===== src/rtl/multi_load_write_back_pkg.sv =====
// Shared write-back definitions: data/address widths, control signal types and the
// multi-load FSM state type.
package multi_load_write_back_pkg;

    localparam int unsigned WORD       = 32;
    localparam int unsigned ADDR_WIDTH = 4;

    localparam logic [ADDR_WIDTH-1:0] PC_ADDR = 4'd15;

    typedef enum logic {
        FROM_ALU    = 1'b0,
        FROM_MEMORY = 1'b1
    } reg_file_data_source;

    typedef logic reg_file_write_sig;
    typedef logic branch_from_wb;

    typedef enum logic {
        IDLE  = 1'b0,
        BURST = 1'b1
    } wb_state_t;

endpackage


===== src/rtl/multi_load_write_back_lowest_set_bit_encoder.sv =====
// Combinational priority encoder: index and one-hot mask of the lowest set bit of vec_i.
module lowest_set_bit_encoder #(
    parameter int unsigned Width = 9,
    parameter int unsigned IdxW  = (Width > 1) ? $clog2(Width) : 1
) (
    input  logic [Width-1:0] vec_i,
    output logic [IdxW-1:0]  idx_o,
    output logic [Width-1:0] onehot_o,
    output logic             none_o
);

    // Two's-complement trick isolates the lowest set bit.
    assign onehot_o = vec_i & (~vec_i + Width'(1));
    assign none_o   = ~|vec_i;

    always_comb begin
        idx_o = '0;
        for (int i = int'(Width) - 1; i >= 0; i--) begin
            if (vec_i[i]) begin
                idx_o = IdxW'(i);
            end
        end
    end

endmodule


===== src/rtl/multi_load_write_back.sv =====
// Registered write-back stage: retires single-result ops and sequences POP/LDM bursts,
// one register per memory beat, branching on the PC beat.
module multi_load_write_back
    import multi_load_write_back_pkg::*;
#(
    parameter int unsigned REG_LIST_W = 9,
    parameter int unsigned PC_BIT     = REG_LIST_W - 1
) (
    input  logic                    clk_i,
    input  logic                    rst_n_i,
    input  logic                    is_valid_i,
    input  logic                    multi_load_i,
    input  logic [REG_LIST_W-1:0]   reg_list_i,
    input  reg_file_data_source     reg_data_ctrl_sig_i,
    input  reg_file_write_sig       reg_file_write_en_i,
    input  branch_from_wb           branch_from_wb_i,
    input  logic [ADDR_WIDTH-1:0]   reg_dest_addr_i,
    input  logic [WORD-1:0]         alu_result_i,
    input  logic [WORD-1:0]         mem_data_i,
    input  logic                    beat_valid_i,
    input  logic [WORD-1:0]         beat_data_i,
    output reg_file_write_sig       reg_file_write_en_o,
    output logic [WORD-1:0]         reg_data_o,
    output logic [ADDR_WIDTH-1:0]   reg_dest_addr_o,
    output branch_from_wb           branch_from_wb_o,
    output logic [WORD-1:0]         program_counter_o,
    output logic                    stall_o
);

    localparam int unsigned IdxW = (REG_LIST_W > 1) ? $clog2(REG_LIST_W) : 1;

    wb_state_t               state_q, state_d;
    logic [REG_LIST_W-1:0]   list_q, list_d;
    logic                    we_q, we_d;
    logic                    br_q, br_d;
    logic [WORD-1:0]         data_q, data_d;
    logic [ADDR_WIDTH-1:0]   addr_q, addr_d;
    logic [WORD-1:0]         pc_q, pc_d;
    logic                    stall_q, stall_d;

    logic [IdxW-1:0]         sel_idx;
    logic [REG_LIST_W-1:0]   sel_onehot;
    logic                    sel_none;

    lowest_set_bit_encoder #(
        .Width (REG_LIST_W),
        .IdxW  (IdxW)
    ) u_lsb_enc (
        .vec_i    (list_q),
        .idx_o    (sel_idx),
        .onehot_o (sel_onehot),
        .none_o   (sel_none)
    );

    always_comb begin
        state_d = state_q;
        list_d  = list_q;
        we_d    = 1'b0;
        br_d    = 1'b0;
        data_d  = data_q;
        addr_d  = addr_q;
        pc_d    = pc_q;

        unique case (state_q)
            IDLE: begin
                if (is_valid_i) begin
                    if (multi_load_i) begin
                        // An empty list retires as a no-op without entering BURST.
                        if (|reg_list_i) begin
                            state_d = BURST;
                            list_d  = reg_list_i;
                        end
                    end else begin
                        we_d   = reg_file_write_en_i;
                        data_d = (reg_data_ctrl_sig_i == FROM_ALU) ? alu_result_i : mem_data_i;
                        addr_d = reg_dest_addr_i;
                        br_d   = branch_from_wb_i;
                        pc_d   = mem_data_i;
                    end
                end
            end
            BURST: begin
                if (beat_valid_i && !sel_none) begin
                    if (sel_idx == IdxW'(PC_BIT)) begin
                        br_d = 1'b1;
                        pc_d = beat_data_i;
                    end else begin
                        we_d   = 1'b1;
                        data_d = beat_data_i;
                        addr_d = ADDR_WIDTH'(sel_idx);
                    end
                    list_d = list_q & ~sel_onehot;
                    if (list_d == '0) begin
                        state_d = IDLE;
                    end
                end
            end
            default: state_d = IDLE;
        endcase

        stall_d = (state_d == BURST);
    end

    always_ff @(posedge clk_i) begin
        if (!rst_n_i) begin
            state_q <= IDLE;
            list_q  <= '0;
            we_q    <= 1'b0;
            br_q    <= 1'b0;
            data_q  <= '0;
            addr_q  <= '0;
            pc_q    <= '0;
            stall_q <= 1'b0;
        end else begin
            state_q <= state_d;
            list_q  <= list_d;
            we_q    <= we_d;
            br_q    <= br_d;
            data_q  <= data_d;
            addr_q  <= addr_d;
            pc_q    <= pc_d;
            stall_q <= stall_d;
        end
    end

    assign reg_file_write_en_o = we_q;
    assign reg_data_o          = data_q;
    assign reg_dest_addr_o     = addr_q;
    assign branch_from_wb_o    = br_q;
    assign program_counter_o   = pc_q;
    assign stall_o             = stall_q;

endmodule


===== config.mk =====
export PLATFORM = sky130hd
export DESIGN_NAME = multi_load_write_back
export DESIGN_NICKNAME = d
export VERILOG_FILES = /design/src/rtl/multi_load_write_back_pkg.sv /design/src/rtl/multi_load_write_back_lowest_set_bit_encoder.sv /design/src/rtl/multi_load_write_back.sv
export SDC_FILE = /design/constraint.sdc
export NUM_CORES = 1
export LEC_CHECK = 0
export ABC_AREA = 1
export CAP_MARGIN = 20
export CORE_UTILIZATION = 25
export CTS_BUF_LIST = sky130_fd_sc_hd__clkbuf_8
export CTS_CLUSTER_SIZE = 20
export DETAILED_ROUTE_END_ITERATION = 10
export PLACE_DENSITY_LB_ADDON = 0.3
export SLEW_MARGIN = 20
export SYNTH_ARGS = -nofsm -noshare
export SYNTH_HDL_FRONTEND = slang
export SYNTH_SLANG_ARGS = --single-unit
export TNS_END_PERCENT = 5

===== constraint.sdc =====
create_clock -name clk_i -period 2 [get_ports clk_i]
set_input_delay 0.4 -clock clk_i [delete_from_list [all_inputs] [get_ports clk_i]]
set_output_delay 0.4 -clock clk_i [all_outputs]
set_load 0.03 [all_outputs]

==> impl_results.html, run 1 <==
<table>
<tr><th>Metric</th><th>Value</th></tr>
<tr><th colspan="2">Status</th></tr>
<tr><td>Run status</td><td>finished clean</td></tr>
<tr><th colspan="2">Critical path</th></tr>
<tr><td>Path length in cells of the critical path</td><td>1</td></tr>
<tr><td>Reg2reg start</td><td>list_q[5]$_SDFFE_PN0P_</td></tr>
<tr><td>Arr. time, crit path</td><td>1480 ps</td></tr>
<tr><td>Crit Reg-Reg Endpoint</td><td>reg_data_o[31]$_SDFFE_PN0P_</td></tr>
<tr><td>Setup crit start kind</td><td>flip-flop</td></tr>
<tr><td>Max FO, Critical Path</td><td>2</td></tr>
<tr><td>Total buffers and inverters traversed by the critical path</td><td>1</td></tr>
<tr><td>Critical path startpoint</td><td>reg_data_o[2]$_SDFFE_PN0P_</td></tr>
<tr><td>Worst setup path endpoint</td><td>reg_data_o[2]</td></tr>
<tr><td>Reg-to-reg slack, setup</td><td>190 ps</td></tr>
<tr><td>Cell family with the largest share of critical-path delay</td><td>buffers and inverters</td></tr>
<tr><td>Crit path capture type</td><td>primary output</td></tr>
<tr><td>Worst-path cell with the longest stage delay</td><td>clkdlybuf4s50_1</td></tr>
<tr><td>Crit-path cells</td><td>clkdlybuf4s50_1</td></tr>
<tr><td>Worst EP required</td><td>1600 ps</td></tr>
<tr><td>Register-to-Register Path Depth</td><td>10</td></tr>
<tr><td>Class of the most critical setup path</td><td>flip-flop to primary output</td></tr>
<tr><td>Worst path max stage delay</td><td>700 ps</td></tr>
<tr><th colspan="2">Yosys</th></tr>
<tr><td>Synthesized Nets</td><td>782</td></tr>
<tr><td>Mapped Area</td><td>0.00446 sq mm</td></tr>
<tr><td>Register bit total from synthesis</td><td>80</td></tr>
<tr><td>Mean post-synth cell area</td><td>6.71 sq um</td></tr>
<tr><td>Number of distinct library cells after synthesis</td><td>28</td></tr>
<tr><td>Dominant combinational cell family by area after synthesis</td><td>simple AND/OR/NAND/NOR gates</td></tr>
<tr><td>Post-synthesis share of cell area spent on xor and xnor gates</td><td>0%</td></tr>
<tr><td>Synth warnings</td><td>0</td></tr>
<tr><td>Largest area contributor in the synthesized netlist</td><td>dfxtp_1</td></tr>
<tr><td>Fraction of the mapped netlist area in adder cells</td><td>0%</td></tr>
<tr><td>Portion of synthesized cell area occupied by the leading cell type</td><td>35.9%</td></tr>
<tr><td>Top area cells in the synthesized netlist</td><td>dfxtp_1 36%, nor2_1 11%, nand2_1 10%</td></tr>
<tr><td>Compound-gate portion of the synthesized area</td><td>22.5%</td></tr>
<tr><td>Syn Inst Count</td><td>665</td></tr>
<tr><td>Simple logic cell fraction of the synthesized area</td><td>33.9%</td></tr>
<tr><td>Share of cell area taken by muxes after synthesis</td><td>0%</td></tr>
<tr><td>Sequential area share after synthesis</td><td>35.9%</td></tr>
<tr><th colspan="2">Floorplan</th></tr>
<tr><td>Starting Density</td><td>25.7%</td></tr>
<tr><td>Die height</td><td>136 um</td></tr>
<tr><td>I/O pins</td><td>188</td></tr>
<tr><td>Site row count</td><td>48</td></tr>
<tr><td>Die area</td><td>0.0184 sq mm</td></tr>
<tr><td>Die width</td><td>136 um</td></tr>
<tr><td>Core outline area</td><td>0.0174 sq mm</td></tr>
<tr><th colspan="2">Cells and area</th></tr>
<tr><td>Final-layout fill cell count</td><td>1818</td></tr>
<tr><td>Share of layout cells above drive strength 1</td><td>9.60%</td></tr>
<tr><td>Synth-to-Final Area Change</td><td>54.9%</td></tr>
<tr><td>Fin util</td><td>39.9%</td></tr>
<tr><td>Nets</td><td>956</td></tr>
<tr><td>Final standard cell area without fillers</td><td>0.00692 sq mm</td></tr>
<tr><td>N_diodes</td><td>0</td></tr>
<tr><th colspan="2">Global routing</th></tr>
<tr><td>Vias in the first global route</td><td>4777</td></tr>
<tr><td>First-pass GRT wire length</td><td>25500 um</td></tr>
<tr><td>Maximum number of pins on one net before global-route repair</td><td>47</td></tr>
<tr><td>Residual overflow from global routing</td><td>0</td></tr>
<tr><td>Antenna violations before repair</td><td>1</td></tr>
<tr><td>Total global-route track usage</td><td>18.0%</td></tr>
<tr><th colspan="2">Power and ir drop</th></tr>
<tr><td>Power density over cell area</td><td>741 mW/mm^2</td></tr>
<tr><td>Worst voltage drop across the vdd grid</td><td>0.270 mV</td></tr>
<tr><td>Leakage Power</td><td>2.70 nW</td></tr>
<tr><th colspan="2">Timing</th></tr>
<tr><td>Post-route clock skew</td><td>9.85 ps</td></tr>
<tr><td>Setup repair after global routing missed its margin</td><td>no</td></tr>
<tr><td>Relative max-transition margin</td><td>68.1%</td></tr>
<tr><td>Shortest period the worst path allows</td><td>1880 ps</td></tr>
<tr><td>Post-route clock period utilization</td><td>93.8%</td></tr>
<tr><td>Slew at the pin closest to its max-slew limit</td><td>478 ps</td></tr>
<tr><td>Number of endpoints failing setup at the final stage</td><td>0</td></tr>
<tr><td>Number of slew-limit violations in the final report</td><td>0</td></tr>
<tr><td>Final-layout setup total negative slack</td><td>0 ps</td></tr>
<tr><td>Endpoints failing hold</td><td>0</td></tr>
<tr><td>F_max</td><td>533 MHz</td></tr>
<tr><th colspan="2">Clocking</th></tr>
<tr><td>Maximum clock insertion buffer count</td><td>2</td></tr>
<tr><td>Sinks on Clock Net</td><td>80</td></tr>
<tr><td>Count of H-tree levels built during CTS</td><td>3</td></tr>
<tr><td>Clock tree from TritonCTS</td><td>yes</td></tr>
<tr><td>Buffer type at the clock tree root</td><td>clkbuf_8</td></tr>
<tr><td>Reg clk slew, reported paths</td><td>80 ps</td></tr>
<tr><td>Number of clock buffers inserted by TritonCTS</td><td>9</td></tr>
<tr><td>Skew-Pair Late Insertion Delay</td><td>350 ps</td></tr>
<tr><td>Post-CTS setup buffer count</td><td>0</td></tr>
<tr><th colspan="2">Placed design</th></tr>
<tr><td>Port bufs</td><td>187</td></tr>
<tr><td>Post-DP Area</td><td>0.00671 sq mm</td></tr>
<tr><td>Dpl hpwl</td><td>12100 um</td></tr>
<tr><td>Routability congestion estimate from global placement</td><td>0.879</td></tr>
<tr><th colspan="2">Hold path</th></tr>
<tr><td>Type of the worst min-delay path</td><td>flip-flop to flip-flop</td></tr>
<tr><th colspan="2">Detailed routing</th></tr>
<tr><td>1st-iter DRT viols</td><td>246</td></tr>
<tr><td>Count of unresolved DRC violations after routing</td><td>0</td></tr>
<tr><td>Number of vias after detailed routing</td><td>5077</td></tr>
<tr><td>Number of nets still failing antenna checks after routing</td><td>0</td></tr>
<tr><td>Ratio of routed vias to standard cells</td><td>4.75</td></tr>
<tr><td>Final wirelength</td><td>16600 um</td></tr>
<tr><td>1st-pass router iterations</td><td>4</td></tr>
<tr><td>Routed WL per cell</td><td>15.5 um</td></tr>
<tr><th colspan="2">Flow run</th></tr>
<tr><td>Number of max-capacitance violations reported</td><td>0</td></tr>
</table>
area by class of cell:
| cell class | instances | area, sq um | share of cell area [%] |
|---|---|---|---|
| clock buffer | 11 | 151 | 2.19 |
| tap | 225 | 282 | 4.07 |
| timing repair buffer | 216 | 2230 | 32.3 |
| sequential | 80 | 1600 | 23.2 |
| clock inverter | 5 | 56.3 | 0.814 |
| multi-input combinational | 513 | 2520 | 36.4 |
| inverter | 19 | 71.3 | 1.03 |
state kept, by name, summed over array words and instances, names as in the netlist:
| signal | cells |
|---|---|
| reg_dest_addr_o | 4 |
| reg_file_write_en_o | 1 |
| list_q | 9 |
| reg_data_o | 32 |
| stall_o | 1 |
| program_counter_o | 32 |
| branch_from_wb_o | 1 |
synthesized netlist by cell type:
cell type  count
buf_1          7
or2_2          2
nor2_2         1
buf_4          7
buf_8          1
buf_2          9
nand2_1      124
nor2_4         2
o31ai_1       33
nor2_1       133
inv_1         17
a21boi_0      32
nor2_8         1
nand2_2       14
a21oi_1       63
buf_12         1
buf_6          1
dfxtp_1       80
inv_2          1
nand3_1       76
clkbuf_1      27
nand3_2        1
a21oi_2       10
o21ai_4        1
nand2_4        1
clkinv_1       1
o211ai_1       1
o21ai_0       18
cells in the final DEF, fill, tap and decap left out, types with 2 or more instances in the layout:
master           instances
nand3_1                 76
clkbuf_8                11
or2_2                    2
inv_1                   17
clkdlybuf4s50_1        185
inv_2                    2
nor2_1                 133
buf_12                  12
buf_4                   17
clkinvlp_4               3
o21ai_0                 18
nand2_2                 14
nand2_1                124
a21boi_0                32
o31ai_1                 33
a21oi_1                 63
dfxtp_1                 79
nor2_4                   2
a21oi_2                 10
worst min-delay path by stage:
| stage | startpoint | depth (start not counted) | slack (ps) | end |
|---|---|---|---|---|
| after floorplan | list_q[8]$_SDFFE_PN0P_ | 2 | 490 | branch_from_wb_o$_SDFF_PN0_ |
| after global placement | reg_data_o[23]$_SDFFE_PN0P_ | 2 | 450 | reg_data_o[23]$_SDFFE_PN0P_ |
| after detailed placement | reg_data_o[19]$_SDFFE_PN0P_ | 2 | 450 | reg_data_o[19]$_SDFFE_PN0P_ |
| after CTS | reg_dest_addr_o[2]$_SDFFE_PN0P_ | 2 | 470 | reg_dest_addr_o[2]$_SDFFE_PN0P_ |
| after global routing | reg_data_o[6]$_SDFFE_PN0P_ | 2 | 490 | reg_data_o[6]$_SDFFE_PN0P_ |
| final | reg_data_o[24]$_SDFFE_PN0P_ | 2 | 470 | reg_data_o[24]$_SDFFE_PN0P_ |
metrics by stage:
stage	std cells	total power [mW]	hold WS (ps)	setup WS, ps
floorplan	665	3.03	490	248
global placement	1053	3.91	447	79.3
detailed placement	1053	3.91	455	66.5
CTS	1069	5.20	469	95.4
global route	1069	5.43	487	20.0
finish	1069	5.12	467	123
metal layers:
layer / global-route usage [%] / vias up / wire length [um]
li1: - / 2562 / -
met1: 23.4 / 2308 / 7610
met2: 28.6 / 180 / 7460
met3: 3.93 / 25 / 1160
met4: 7.62 / 2 / 343
met5: 0 / - / 17
logic make-up after synthesis:
group                  count (synthesis)
flip-flops                            80
AND/OR/NAND/NOR                      355
AO/OA/AOI/OAI                        158
buffers and inverters                 72
what timing repair did:
item / in CTS / in global routing
hold buffers: 0 / 0
gates resized for setup: 1 / 0
setup endpoints to repair: 1 / 0
where the power goes:
part	total [mW]	switching, mW	internal (mW)
Sequential	1.88	0.115	1.76
Clock	1.26	0.619	0.641
Combinational	1.99	1.12	0.872
No activity file was read; power rests on OpenSTA's default activity.
==> run 2: changes to the inputs <==
--- a/config.mk
+++ b/config.mk
@@ -5,7 +5,6 @@
 export SDC_FILE = /design/constraint.sdc
 export NUM_CORES = 1
 export LEC_CHECK = 0
-export ABC_AREA = 1
 export CAP_MARGIN = 20
 export CORE_UTILIZATION = 25
 export CTS_BUF_LIST = sky130_fd_sc_hd__clkbuf_8
==> impl_results.html, run 2 <==
<table>
<tr><th>Metric</th><th>Value</th></tr>
<tr><th colspan="2">Cells and area</th></tr>
<tr><td>Nets</td><td>823</td></tr>
<tr><td>Final standard cell area without fillers</td><td>0.00675 sq mm</td></tr>
<tr><td>Commonest cells after routing, fill and taps aside</td><td>185 x clkdlybuf4s50_1, 104 x nand2_1, 79 x dfxtp_1, 43 x nor2_1</td></tr>
<tr><td>Synth-to-Final Area Change</td><td>59.8%</td></tr>
<tr><td>N_diodes</td><td>0</td></tr>
<tr><td>Share of layout cells above drive strength 1</td><td>12.3%</td></tr>
<tr><td>Most common library cell in the layout ignoring fill and taps</td><td>clkdlybuf4s50_1</td></tr>
<tr><th colspan="2">Timing</th></tr>
<tr><td>Final Hold Slack</td><td>455 ps</td></tr>
<tr><td>Post-route clock skew</td><td>9.13 ps</td></tr>
<tr><td>Slew at the pin closest to its max-slew limit</td><td>566 ps</td></tr>
<tr><td>Endpoints failing hold</td><td>0</td></tr>
<tr><td>Setup repair after global routing missed its margin</td><td>no</td></tr>
<tr><td>Post-route clock period utilization</td><td>91.6%</td></tr>
<tr><td>Shortest period the worst path allows</td><td>1830 ps</td></tr>
<tr><td>Final critical-path setup slack</td><td>168 ps</td></tr>
<tr><td>Relative max-transition margin</td><td>62.3%</td></tr>
<tr><td>F_max</td><td>546 MHz</td></tr>
<tr><td>Number of slew-limit violations in the final report</td><td>0</td></tr>
<tr><td>Number of endpoints failing setup at the final stage</td><td>0</td></tr>
<tr><th colspan="2">Yosys</th></tr>
<tr><td>Portion of synthesized cell area occupied by the leading cell type</td><td>37.9%</td></tr>
<tr><td>Ranking of synthesized cells by instance count</td><td>104 x nand2_1, 80 x dfxtp_1, 43 x nor2_1, 41 x a21oi_1, 41 x o21ai_0</td></tr>
<tr><td>Synthesized Nets</td><td>633</td></tr>
<tr><td>Register bit total from synthesis</td><td>80</td></tr>
<tr><td>Synth warnings</td><td>0</td></tr>
<tr><td>Sequential area share after synthesis</td><td>37.9%</td></tr>
<tr><td>Commonest register cell after synthesis</td><td>dfxtp_1</td></tr>
<tr><td>Library cell with the highest instance count after synthesis</td><td>nand2_1</td></tr>
<tr><td>Number of distinct library cells after synthesis</td><td>40</td></tr>
<tr><td>Mean post-synth cell area</td><td>8.19 sq um</td></tr>
<tr><td>Share of flip-flops with an asynchronous set or reset</td><td>0%</td></tr>
<tr><td>EDFF count, synth</td><td>0</td></tr>
<tr><td>Mapped Area</td><td>0.00422 sq mm</td></tr>
<tr><td>Top area cells in the synthesized netlist</td><td>dfxtp_1 38%, a311oi_2 10%, nand2_1 9.2%</td></tr>
<tr><td>Syn Inst Count</td><td>516</td></tr>
<tr><td>Largest area contributor in the synthesized netlist</td><td>dfxtp_1</td></tr>
<tr><th colspan="2">Detailed routing</th></tr>
<tr><td>Routed WL per cell</td><td>15.2 um</td></tr>
<tr><td>1st-iter DRT viols</td><td>140</td></tr>
<tr><td>Count of unresolved DRC violations after routing</td><td>0</td></tr>
<tr><td>Final wirelength</td><td>14200 um</td></tr>
<tr><td>Ratio of routed vias to standard cells</td><td>4.78</td></tr>
<tr><td>Number of vias after detailed routing</td><td>4445</td></tr>
<tr><td>Number of nets still failing antenna checks after routing</td><td>0</td></tr>
<tr><td>1st-pass router iterations</td><td>4</td></tr>
<tr><th colspan="2">Global routing</th></tr>
<tr><td>Total global-route track usage</td><td>16.6%</td></tr>
<tr><td>Residual overflow from global routing</td><td>0</td></tr>
<tr><td>Maximum number of pins on one net before global-route repair</td><td>66</td></tr>
<tr><td>Antenna violations before repair</td><td>0</td></tr>
<tr><td>Vias in the first global route</td><td>4498</td></tr>
<tr><td>First-pass GRT wire length</td><td>22900 um</td></tr>
<tr><th colspan="2">Placed design</th></tr>
<tr><td>Port bufs</td><td>187</td></tr>
<tr><td>Routability congestion estimate from global placement</td><td>0.851</td></tr>
<tr><td>Post-DP Area</td><td>0.00655 sq mm</td></tr>
<tr><td>Pre-CTS setup slack</td><td>-49.0 ps</td></tr>
<tr><td>Dpl hpwl</td><td>10600 um</td></tr>
<tr><th colspan="2">Clocking</th></tr>
<tr><td>Number of cells upsized or downsized after cts</td><td>0</td></tr>
<tr><td>Post-CTS setup buffer count</td><td>0</td></tr>
<tr><td>Count of H-tree levels built during CTS</td><td>3</td></tr>
<tr><td># hold bufs at CTS</td><td>0</td></tr>
<tr><td>Sinks on Clock Net</td><td>80</td></tr>
<tr><td>Skew-Pair Late Insertion Delay</td><td>360 ps</td></tr>
<tr><td>Number of clock buffers inserted by TritonCTS</td><td>9</td></tr>
<tr><td>Maximum clock insertion buffer count</td><td>2</td></tr>
<tr><td>Buffer type at the clock tree root</td><td>clkbuf_8</td></tr>
<tr><td>Clock tree from TritonCTS</td><td>yes</td></tr>
<tr><td>Reg clk slew, reported paths</td><td>80 ps</td></tr>
<tr><th colspan="2">Critical path</th></tr>
<tr><td>Arr. time, crit path</td><td>1430 ps</td></tr>
<tr><td>Total buffers and inverters traversed by the critical path</td><td>1</td></tr>
<tr><td>Crit-path cells</td><td>clkdlybuf4s50_1</td></tr>
<tr><td>Setup crit start kind</td><td>flip-flop</td></tr>
<tr><td>Cell family with the largest share of critical-path delay</td><td>buffers and inverters</td></tr>
<tr><td>Worst EP required</td><td>1600 ps</td></tr>
<tr><td>Max FO, Critical Path</td><td>2</td></tr>
<tr><td>Worst-path cell with the longest stage delay</td><td>clkdlybuf4s50_1</td></tr>
<tr><td>Class of the most critical setup path</td><td>flip-flop to primary output</td></tr>
<tr><td>Worst path max stage delay</td><td>710 ps</td></tr>
<tr><td>Crit path capture type</td><td>primary output</td></tr>
<tr><th colspan="2">Floorplan</th></tr>
<tr><td>Die area</td><td>0.0174 sq mm</td></tr>
<tr><td>Core outline area</td><td>0.0165 sq mm</td></tr>
<tr><td>Die width</td><td>132 um</td></tr>
<tr><td>Starting Density</td><td>25.6%</td></tr>
<tr><td>Die height</td><td>132 um</td></tr>
<tr><td>I/O pins</td><td>188</td></tr>
<tr><td>Site row count</td><td>47</td></tr>
<tr><th colspan="2">Status</th></tr>
<tr><td>Run status</td><td>finished clean</td></tr>
<tr><th colspan="2">Power and ir drop</th></tr>
<tr><td>Leakage Power</td><td>2.44 nW</td></tr>
<tr><td>Worst voltage drop across the vdd grid</td><td>0.288 mV</td></tr>
<tr><td>Power density over cell area</td><td>692 mW/mm^2</td></tr>
<tr><th colspan="2">Hold path</th></tr>
<tr><td>Type of the worst min-delay path</td><td>flip-flop to flip-flop</td></tr>
<tr><th colspan="2">Flow run</th></tr>
<tr><td>Number of max-capacitance violations reported</td><td>0</td></tr>
</table>
run 2: cell types whose count changed in the layout (fill, tap and decap cells not counted), moves of 9 or more:
cell | before | now
a21boi_0 | 32 | 0
a21oi_1 | 63 | 41
a21oi_2 | 10 | 0
a311oi_2 | 0 | 28
buf_4 | 17 | 26
mux2i_1 | 0 | 35
nand2_1 | 124 | 104
nand2_2 | 14 | 0
nand2b_1 | 0 | 34
nand3_1 | 76 | 8
nor2_1 | 133 | 43
o21ai_0 | 18 | 41
o31ai_1 | 33 | 4
run 2: metrics by stage:
stage	TNS, ps	instances	utilization (%)	power (mW)
after detailed placement	-641	915	39.6	3.45
after global placement	-112	915	39.6	3.43
after global routing	0	930	40.9	4.95
final	0	930	40.9	4.67
after CTS	0	930	40.9	4.74
after floorplan	0	516	-	2.69
run 2: final timing paths:
path / start / end / slack (ps) / depth (start not counted)
worst max-delay path: reg_data_o[25]$_SDFFE_PN0P_ / reg_data_o[25] / 170 / 1
worst min register to register: reg_data_o[29]$_SDFFE_PN0P_ / reg_data_o[29]$_SDFFE_PN0P_ / 460 / 2
worst min-delay path: reg_data_o[29]$_SDFFE_PN0P_ / reg_data_o[29]$_SDFFE_PN0P_ / 460 / 2
worst max register to register: list_q[2]$_SDFFE_PN0P_ / program_counter_o[4]$_SDFFE_PN0P_ / 170 / 6
run 2: cell families (layout without fill, tap and decap cells):
group / after synthesis / count (layout) / share of synthesized area, %
DFF: 80 / 80 / 37.9
buffers and inverters: 51 / 245 / 5.81
AOI/OAI and AO/OA: 142 / 142 / 25.7
and+or+nand+nor: 208 / 208 / 22.3
muxes: 35 / 35 / 8.29
run 2: power breakdown:
group | switching (mW) | leakage [nW] | internal, mW
combinational | 0.829 | 1.68 | 0.759
clock | 0.596 | 0.106 | 0.669
sequential | 0.0956 | 0.657 | 1.72
total | 1.52 | 2.44 | 3.15
run 2: metal layers:
layer | vias to the layer above | global-route usage [%] | share of wire, %
met4 | 0 | 5.30 | 1.4
met5 | - | 0 | 0
met3 | 17 | 4.08 | 5.7
li1 | 2189 | - | -
met1 | 2111 | 20.7 | 45
met2 | 128 | 28.0 | 48
run 2: layout make-up:
cell class              instances  area (sq um)
clock inverters                 3          41.3
inverters                       9          33.8
fillers                      1648          9770
flip-flops and latches         80          1610
well taps                     220           275
repair buffers                221          2230
clock buffers                  12           165
multi-input cells             385          2400
==> run 3: changes to the inputs <==
--- a/config.mk
+++ b/config.mk
@@ -8,7 +8,6 @@
 export CAP_MARGIN = 20
 export CORE_UTILIZATION = 25
 export CTS_BUF_LIST = sky130_fd_sc_hd__clkbuf_8
-export CTS_CLUSTER_SIZE = 20
 export DETAILED_ROUTE_END_ITERATION = 10
 export PLACE_DENSITY_LB_ADDON = 0.3
 export SLEW_MARGIN = 20
==> results of run 3 <==
No change in the layout: final DEF, timing and power equal those of run 2.
